===== src/rtl/tag_ctrl_sched_if.sv =====
// Tag scheduler bus: dispatch grant, retire return and tag FIFO ports.
// Clock and reset stay plain ports on the scheduler itself.
interface tag_ctrl_sched_if #(
  parameter int DSIZE = 5,
  parameter int NREQ  = 4
);
  logic                   disp_req;
  logic                   disp_has_rd;
  logic                   disp_grant;
  logic [DSIZE-1:0]       disp_tag;
  logic [NREQ-1:0]        ret_valid;
  logic [NREQ*DSIZE-1:0]  ret_tag;
  logic [NREQ-1:0]        ret_ready;
  logic [DSIZE-1:0]       Tag_Out;
  logic                   tagFifo_empty;
  logic                   Rd_en;
  logic                   increment;
  logic [DSIZE-1:0]       RB_Tag;
  logic                   RB_Tag_Valid;
  logic [DSIZE:0]         credit_cnt;
  logic                   err_ovf;

  modport slave (
    input  disp_req,
    input  disp_has_rd,
    input  ret_valid,
    input  ret_tag,
    input  Tag_Out,
    input  tagFifo_empty,
    output disp_grant,
    output disp_tag,
    output ret_ready,
    output Rd_en,
    output increment,
    output RB_Tag,
    output RB_Tag_Valid,
    output credit_cnt,
    output err_ovf
  );

  modport master (
    output disp_req,
    output disp_has_rd,
    output ret_valid,
    output ret_tag,
    output Tag_Out,
    output tagFifo_empty,
    input  disp_grant,
    input  disp_tag,
    input  ret_ready,
    input  Rd_en,
    input  increment,
    input  RB_Tag,
    input  RB_Tag_Valid,
    input  credit_cnt,
    input  err_ovf
  );
endinterface


===== src/rtl/tag_ctrl_sched.sv =====
// Tag FIFO scheduler: dispatch-side grant, retire-side holding
// registers and round-robin write-port arbitration with credits.
module tag_ctrl_sched #(
  parameter int DSIZE = 5,
  parameter int NREQ  = 4
) (
  input  logic clock,
  input  logic reset,
  tag_ctrl_sched_if.slave bus
);
  localparam int PW = (NREQ > 1) ? $clog2(NREQ) : 1;
  localparam int CW = DSIZE + 1;
  localparam logic [CW-1:0] DEPTH_C = CW'(1) << DSIZE;

  logic [NREQ-1:0]            pend_v;
  logic [NREQ-1:0][DSIZE-1:0] pend_tag;
  logic [PW-1:0]              rr_ptr;
  logic [DSIZE-1:0]           rb_tag;
  logic                       rb_vld;
  logic [CW-1:0]              credit;
  logic                       err;

  logic                       grant;
  logic                       any_pend;
  logic [PW-1:0]              win;
  logic [PW-1:0]              win_nxt;
  logic [PW-1:0]              idx;
  logic                       found;
  logic [CW-1:0]              cnt_after;
  logic                       issue_ok;
  logic                       issue;

  assign grant = bus.disp_req
               & bus.disp_has_rd
               & ~bus.tagFifo_empty;

  assign bus.disp_grant   = grant;
  assign bus.Rd_en        = grant;
  assign bus.increment    = grant;
  assign bus.disp_tag     = bus.Tag_Out;
  assign bus.ret_ready    = ~pend_v;
  assign bus.RB_Tag       = rb_tag;
  assign bus.RB_Tag_Valid = rb_vld;
  assign bus.credit_cnt   = credit;
  assign bus.err_ovf      = err;

  always_comb begin
    win   = '0;
    idx   = '0;
    found = 1'b0;
    for (int k = 0; k < NREQ; k++) begin
      idx = PW'((int'(rr_ptr) + k) % NREQ);
      if (!found && pend_v[idx]) begin
        found = 1'b1;
        win   = idx;
      end
    end
  end

  assign any_pend = |pend_v;
  assign win_nxt  = (win == PW'(NREQ - 1))
                  ? '0 : win + PW'(1);

  // A same-cycle grant frees a slot the issue may use.
  assign cnt_after = credit - CW'(grant);
  assign issue_ok  = cnt_after < DEPTH_C;
  assign issue     = any_pend & issue_ok;

  always_ff @(posedge clock or negedge reset) begin
    if (!reset) begin
      pend_v   <= '0;
      pend_tag <= '0;
      rr_ptr   <= '0;
      rb_tag   <= '0;
      rb_vld   <= 1'b0;
      credit   <= DEPTH_C;
      err      <= 1'b0;
    end else begin
      for (int i = 0; i < NREQ; i++) begin
        if (issue && win == PW'(i)) begin
          pend_v[i] <= 1'b0;
        end else if (!pend_v[i] && bus.ret_valid[i]) begin
          pend_v[i]   <= 1'b1;
          pend_tag[i] <= bus.ret_tag[i*DSIZE +: DSIZE];
        end
      end
      rb_vld <= issue;
      if (issue) begin
        rb_tag <= pend_tag[win];
        rr_ptr <= win_nxt;
      end
      credit <= cnt_after + CW'(issue);
      if (any_pend && !issue_ok) begin
        err <= 1'b1;
      end
    end
  end
endmodule


===== src/flat_wrapper.sv =====
// flat-port wrapper written by rule: the top's interface ports become plain ports
module tag_ctrl_sched_flat 
#(
  parameter int DSIZE = 5,
  parameter int NREQ  = 4
)
  (clock, reset, bus_disp_req, bus_disp_has_rd, bus_ret_valid, bus_ret_tag, bus_Tag_Out, bus_tagFifo_empty, bus_disp_grant, bus_disp_tag, bus_ret_ready, bus_Rd_en, bus_increment, bus_RB_Tag, bus_RB_Tag_Valid, bus_credit_cnt, bus_err_ovf);
  tag_ctrl_sched_if #(.DSIZE(DSIZE), .NREQ(NREQ)) bus_i ();
  input  logic clock;
  input  logic reset;
  input wire logic [$bits(bus_i.disp_req)-1:0] bus_disp_req;
  input wire logic [$bits(bus_i.disp_has_rd)-1:0] bus_disp_has_rd;
  input wire logic [$bits(bus_i.ret_valid)-1:0] bus_ret_valid;
  input wire logic [$bits(bus_i.ret_tag)-1:0] bus_ret_tag;
  input wire logic [$bits(bus_i.Tag_Out)-1:0] bus_Tag_Out;
  input wire logic [$bits(bus_i.tagFifo_empty)-1:0] bus_tagFifo_empty;
  output wire logic [$bits(bus_i.disp_grant)-1:0] bus_disp_grant;
  output wire logic [$bits(bus_i.disp_tag)-1:0] bus_disp_tag;
  output wire logic [$bits(bus_i.ret_ready)-1:0] bus_ret_ready;
  output wire logic [$bits(bus_i.Rd_en)-1:0] bus_Rd_en;
  output wire logic [$bits(bus_i.increment)-1:0] bus_increment;
  output wire logic [$bits(bus_i.RB_Tag)-1:0] bus_RB_Tag;
  output wire logic [$bits(bus_i.RB_Tag_Valid)-1:0] bus_RB_Tag_Valid;
  output wire logic [$bits(bus_i.credit_cnt)-1:0] bus_credit_cnt;
  output wire logic [$bits(bus_i.err_ovf)-1:0] bus_err_ovf;
  assign bus_i.disp_req = bus_disp_req;
  assign bus_i.disp_has_rd = bus_disp_has_rd;
  assign bus_i.ret_valid = bus_ret_valid;
  assign bus_i.ret_tag = bus_ret_tag;
  assign bus_i.Tag_Out = bus_Tag_Out;
  assign bus_i.tagFifo_empty = bus_tagFifo_empty;
  assign bus_disp_grant = bus_i.disp_grant;
  assign bus_disp_tag = bus_i.disp_tag;
  assign bus_ret_ready = bus_i.ret_ready;
  assign bus_Rd_en = bus_i.Rd_en;
  assign bus_increment = bus_i.increment;
  assign bus_RB_Tag = bus_i.RB_Tag;
  assign bus_RB_Tag_Valid = bus_i.RB_Tag_Valid;
  assign bus_credit_cnt = bus_i.credit_cnt;
  assign bus_err_ovf = bus_i.err_ovf;
  tag_ctrl_sched #(.DSIZE(DSIZE), .NREQ(NREQ)) u_core (.clock(clock), .reset(reset), .bus(bus_i));
endmodule

===== config.mk =====
export PLATFORM = sky130hd
export DESIGN_NAME = tag_ctrl_sched_flat
export DESIGN_NICKNAME = d
export VERILOG_FILES = /design/src/rtl/tag_ctrl_sched_if.sv /design/src/rtl/tag_ctrl_sched.sv /design/src/flat_wrapper.sv
export SDC_FILE = /design/constraint.sdc
export NUM_CORES = 1
export LEC_CHECK = 0
export ABC_CLOCK_PERIOD_IN_PS = 6800
export CORE_MARGIN = 1.5
export CORE_UTILIZATION = 33
export DETAILED_ROUTE_END_ITERATION = 10
export PLACE_DENSITY = 0.61
export SLEW_MARGIN = 40
export SYNTH_ARGS = -nofsm -noshare
export SYNTH_HDL_FRONTEND = slang
export SYNTH_SLANG_ARGS = --single-unit

===== constraint.sdc =====
create_clock -name clock -period 6.8 [get_ports clock]
set_input_delay 0.68 -clock clock [delete_from_list [all_inputs] [get_ports clock]]
set_output_delay 0.68 -clock clock [all_outputs]
set_load 0.02 [all_outputs]

==> results summary <==
In the synthesized netlist the dominant register cell turns out to be dfrtp_1. The count of final hold-check violations came out at 0. The total grt overflow came out at 0. The power density over cell area came out at 528 nW/um2. Setup violations remaining at the end of the flow were counted as 0. In this run the top signal layer used is met4. The final hold slack came out at 0.348 ns. The met3 wire length came out at 226 um. The number of synthesized flops with an enable pin is 0. The fraction of synthesized area in multiplexers is 15.5%. The worst relative slew slack is between 60 and 70%. The total area inside the core boundary comes to 6390 um2. Dividing the detail-routed wire length by the instance count gives 14.9 um. Summed over all layers, the routed wires come to approximately 4500 um. The total power is 1.48 mW.

The last weighted congestion value of the routability-driven placer came out at 0.777. Of the synthesized area, sequential elements account for 44.5%. The number of buffer and inverter instances along the worst setup path came out at 2.

The number of distinct standard cells referenced by the synthesized netlist came out at 42. The class of the tightest hold or removal check is input port to async pin. Summed over its instances, the top area cell type makes up between 40% and 50% of the synthesized netlist area. Summed over all instances, the cell type with the most area after synthesis is dfrtp_1.

The simple-gate share of the synthesized area is 12.4%. The routed length on met2 is 2070 um. After layout, the minimum clock period comes to around 3.2 ns.

At the pin with the least slew margin, the transition time is between 0.4 and 0.5 ns. The worst setup slack after layout is 3.58 ns. The xor-xnor portion of the synthesized cell area is 2.39%. The post-cts repair resize count came out at 0. The number of primary I/O pins came out at 59. The first-pass GRT wire length came out at around 7900 um.

The number of hold buffers added after CTS is 0. Clock tree synthesis inserted a total of 5 buffers. The clock network latency to the later pin of the worst-skew pair came out at 0.30 ns. The compound-cell area share of the yosys netlist is 12.9%.

The number of rows in the core area is 29. The post-route antenna net violation count came out at 0. The highest clock frequency the design can meet is just over 300 MHz. The deepest level of the CTS H-tree came out at 2. The post-route fraction of the period consumed by the critical path is 47.4%. The number of clock sinks is 39.

The flow ran to the end, and the final reports show no timing, DRC or antenna violations. Entering global routing, the biggest net connects 40 pins. The critical path goes through clkdlybuf4s50_1 > nand2_1 > nor2_1 > ha_1 > nor3b_4 > a211oi_4 > nor2_4 > inv_2 > ha_1 > ha_1 > a211oi_1 > a31oi_1 > xnor2_1. The height of the die came out at about 85 um.

The number of DRC markers after the initial detailed-route iteration came out at 70. The worst-path cell with the longest stage delay is clkdlybuf4s50_1. The clock passes through at most 2 buffers. The post-synth design cell area is 2200 um2.

The initial antenna violation count is 0. TritonCTS built the clock tree. Across the run, the number of max-cap violations was 0.

The category of the most critical setup path is input port to register. The filler-free cell count of the finished design came out at 304. In this design, the critical path's most frequently occurring cell is ha_1.

Along the worst path, the maximum fanout reaches 9. The setup TNS came out at 0 ns. By area the synthesized netlist is led by dfrtp_1 43%, mux2_4 14%, ha_1 5.1%, buf_4 2.4%, buf_6 2.0%. The iteration count of the initial detailed-routing pass is 4. The worst path required time came out at 6.98 ns. The count of unresolved DRC violations after routing is 0. The count of warnings emitted by yosys is 0. The overall global routing resource usage is 13.9%.

The count of input and output buffers came out at 48. The area of the die came out at 7160 um2. The stage delay of the slowest cell on the critical path is roughly 0.45 ns.

The cell leakage power is 1.22 nW. The die width came out at 84.6 um. Synthesis inferred 39 register bits. The fraction of registers with async set or reset after synthesis is 100%. By area, the combinational part of the netlist is dominated by multiplexers. The number of global-route vias before repair came out at 1562. The routed length on met1 is approximately 2200 um. The type of element capturing the critical path is a register. The startpoint kind of the worst setup timing path is an input port. The clock skew after layout is roughly 0.009 ns. The number of slew-limit violations in the final report is 0. Once the floorplan was initialized, standard cells occupied about a third of the core. The worst-case IR drop observed on VDD is 0.000226 V. The cell count after synthesis came out at roughly 180. The repair_antennas step left the layout with diodes totalling 0. A synthesized cell averages approximately 12 um2. For the worst setup path, the data arrival time is 3.40 ns. The number of buffers inserted to repair setup after CTS came out at 0. The via density per instance came out at 4.82. The cell sitting at the root of the clock tree is a clkbuf_8. After clock tree synthesis, the clock-pin slew on the worst setup and hold paths is roughly 0.08 ns. The fraction of final layout cells sized beyond drive strength 1 is 20.3%. The count of nets after finishing is 269. The post-synthesis net count came out at between 200 and 250. From synthesis to final layout, the design area changed by 27.7%.

Across all layers, the routed design uses around 1500 vias. Including well taps, the total number of placed cells is 296. The synthesized netlist devotes ~5.1% of its cell area to adder and majority cells. Setup repair after global routing left no endpoint under its margin.

Among cell families on the critical path, the largest total delay comes from simple AND/OR/NAND/NOR gates. Detailed placement finished with a half-perimeter wire length of ~3400 um. OpenSTA, run right after detailed placement, puts the worst setup slack at 3.24 ns.
-- state kept, by name, indices dropped and copies added (netlist names) --
register and cells:
u_core.bus.RB_Tag_Valid 1, u_core.pend_v 4, u_core.bus.credit_cnt 6, u_core.rr_ptr 2, u_core.bus.err_ovf 1, u_core.pend_tag 20
u_core.bus.RB_Tag 5
-- kinds of logic (layout without fill, tap and decap cells) --
group	after synthesis	count (layout)
XOR/XNOR	6	6
AO/OA/AOI/OAI	36	36
adder cells (fa/ha/maj)	9	9
AND/OR/NAND/NOR	42	42
flip-flops	39	39
multiplexers	24	24
buffers and inverters	27	71
-- synth_stat cells (2+ instances only) --
library cell,n
o21ai_2,4
and3b_1,2
o21ai_0,4
nand2b_1,3
nor2_4,2
dfrtp_1,38
and2_1,3
xnor2_1,5
mux2i_1,4
nand2_1,7
o21a_1,4
nor2_1,9
inv_2,3
ha_1,9
mux2_4,20
o21ai_1,2
and3_1,5
nor3_1,4
buf_4,7
nor3b_1,3
buf_6,4
inv_1,12
a21oi_1,3
a2111oi_0,4
a211oi_1,5
-- per-layer routing --
layer  track usage, %  vias to the layer above
met5                0                        -
met4             5.87                        0
met3             3.64                        6
met2             20.9                       37
met1             18.9                      704
li1                 -                      719
-- through the flow --
stage	utilization (%)	instance area, um2
2_1_floorplan	-	2200
3_3_place_gp	41.8	2670
3_5_place_dp	41.8	2670
4_1_cts	43.9	2810
5_1_grt	43.9	2810
6_report	43.9	2810
-- cell usage in the layout, fill, tap and decap left out, drive strengths merged, types with 2 or more instances in the layout --
| cell type | synthesis | final |
|---|---|---|
| clkdlybuf4s50 | 0 | 47 |
| dfrtp | 38 | 38 |
| mux2 | 20 | 20 |
| inv | 15 | 15 |
| nor2 | 11 | 11 |
| o21ai | 10 | 10 |
| ha | 9 | 9 |
| nand2 | 7 | 7 |
| a211oi | 6 | 6 |
| xnor2 | 5 | 5 |
| and3 | 5 | 5 |
| clkbuf | 0 | 5 |
| mux2i | 4 | 4 |
| nor3 | 4 | 4 |
| o21a | 4 | 4 |
| a2111oi | 4 | 4 |
| a21oi | 4 | 4 |
| nor3b | 4 | 4 |
| and2 | 3 | 3 |
| nand2b | 3 | 3 |
| and3b | 2 | 2 |
| bufinv | 0 | 2 |
-- power by group --
part	switching (mW)	total, mW	internal (mW)
Combinational	0.380	0.778	0.397
Sequential	0.112	0.469	0.357
Clock	0.0882	0.235	0.146
Total	0.580	1.48	0.901
-- worst reg2reg max path, stage by stage, from the launching register on --
cell      delay, ns
dfrtp_1        0.48
nor4_4         0.48
and4b_4        0.30
nor2_4         0.19
inv_2          0.13
ha_1           0.23
ha_1           0.23
a211oi_1       0.24
a31oi_1        0.09
xnor2_1        0.14
-- cell type report --
type                            count  area [um2]
Multi-Input combinational cell    117        1060
Sequential cell                    39         977
Timing Repair Buffer               48         478
Inverter                           15        56.3
Clock buffer                        5        68.8
Clock inverter                      3        67.6
Fill cell                         639        3580
Tap cell                           77        96.3
-- worst paths after layout --
path | start | end | slack, ns | cells past startpoint
worst min register to register | u_core.bus.err_ovf | u_core.bus.err_ovf | 0.49 | 1
worst max register to register | u_core.pend_v[1] | u_core.bus.credit_cnt[4] | 4.18 | 9
worst max-delay path | bus_disp_has_rd | u_core.bus.credit_cnt[4] | 3.58 | 13
worst min-delay path | reset | u_core.bus.credit_cnt[3] | 0.35 | 1
min in group clock | u_core.bus.err_ovf | u_core.bus.err_ovf | 0.49 | 1
max in group asynchronous | reset | u_core.pend_tag[18] | 6.09 | 1
No activity file was read; power rests on OpenSTA's default activity.
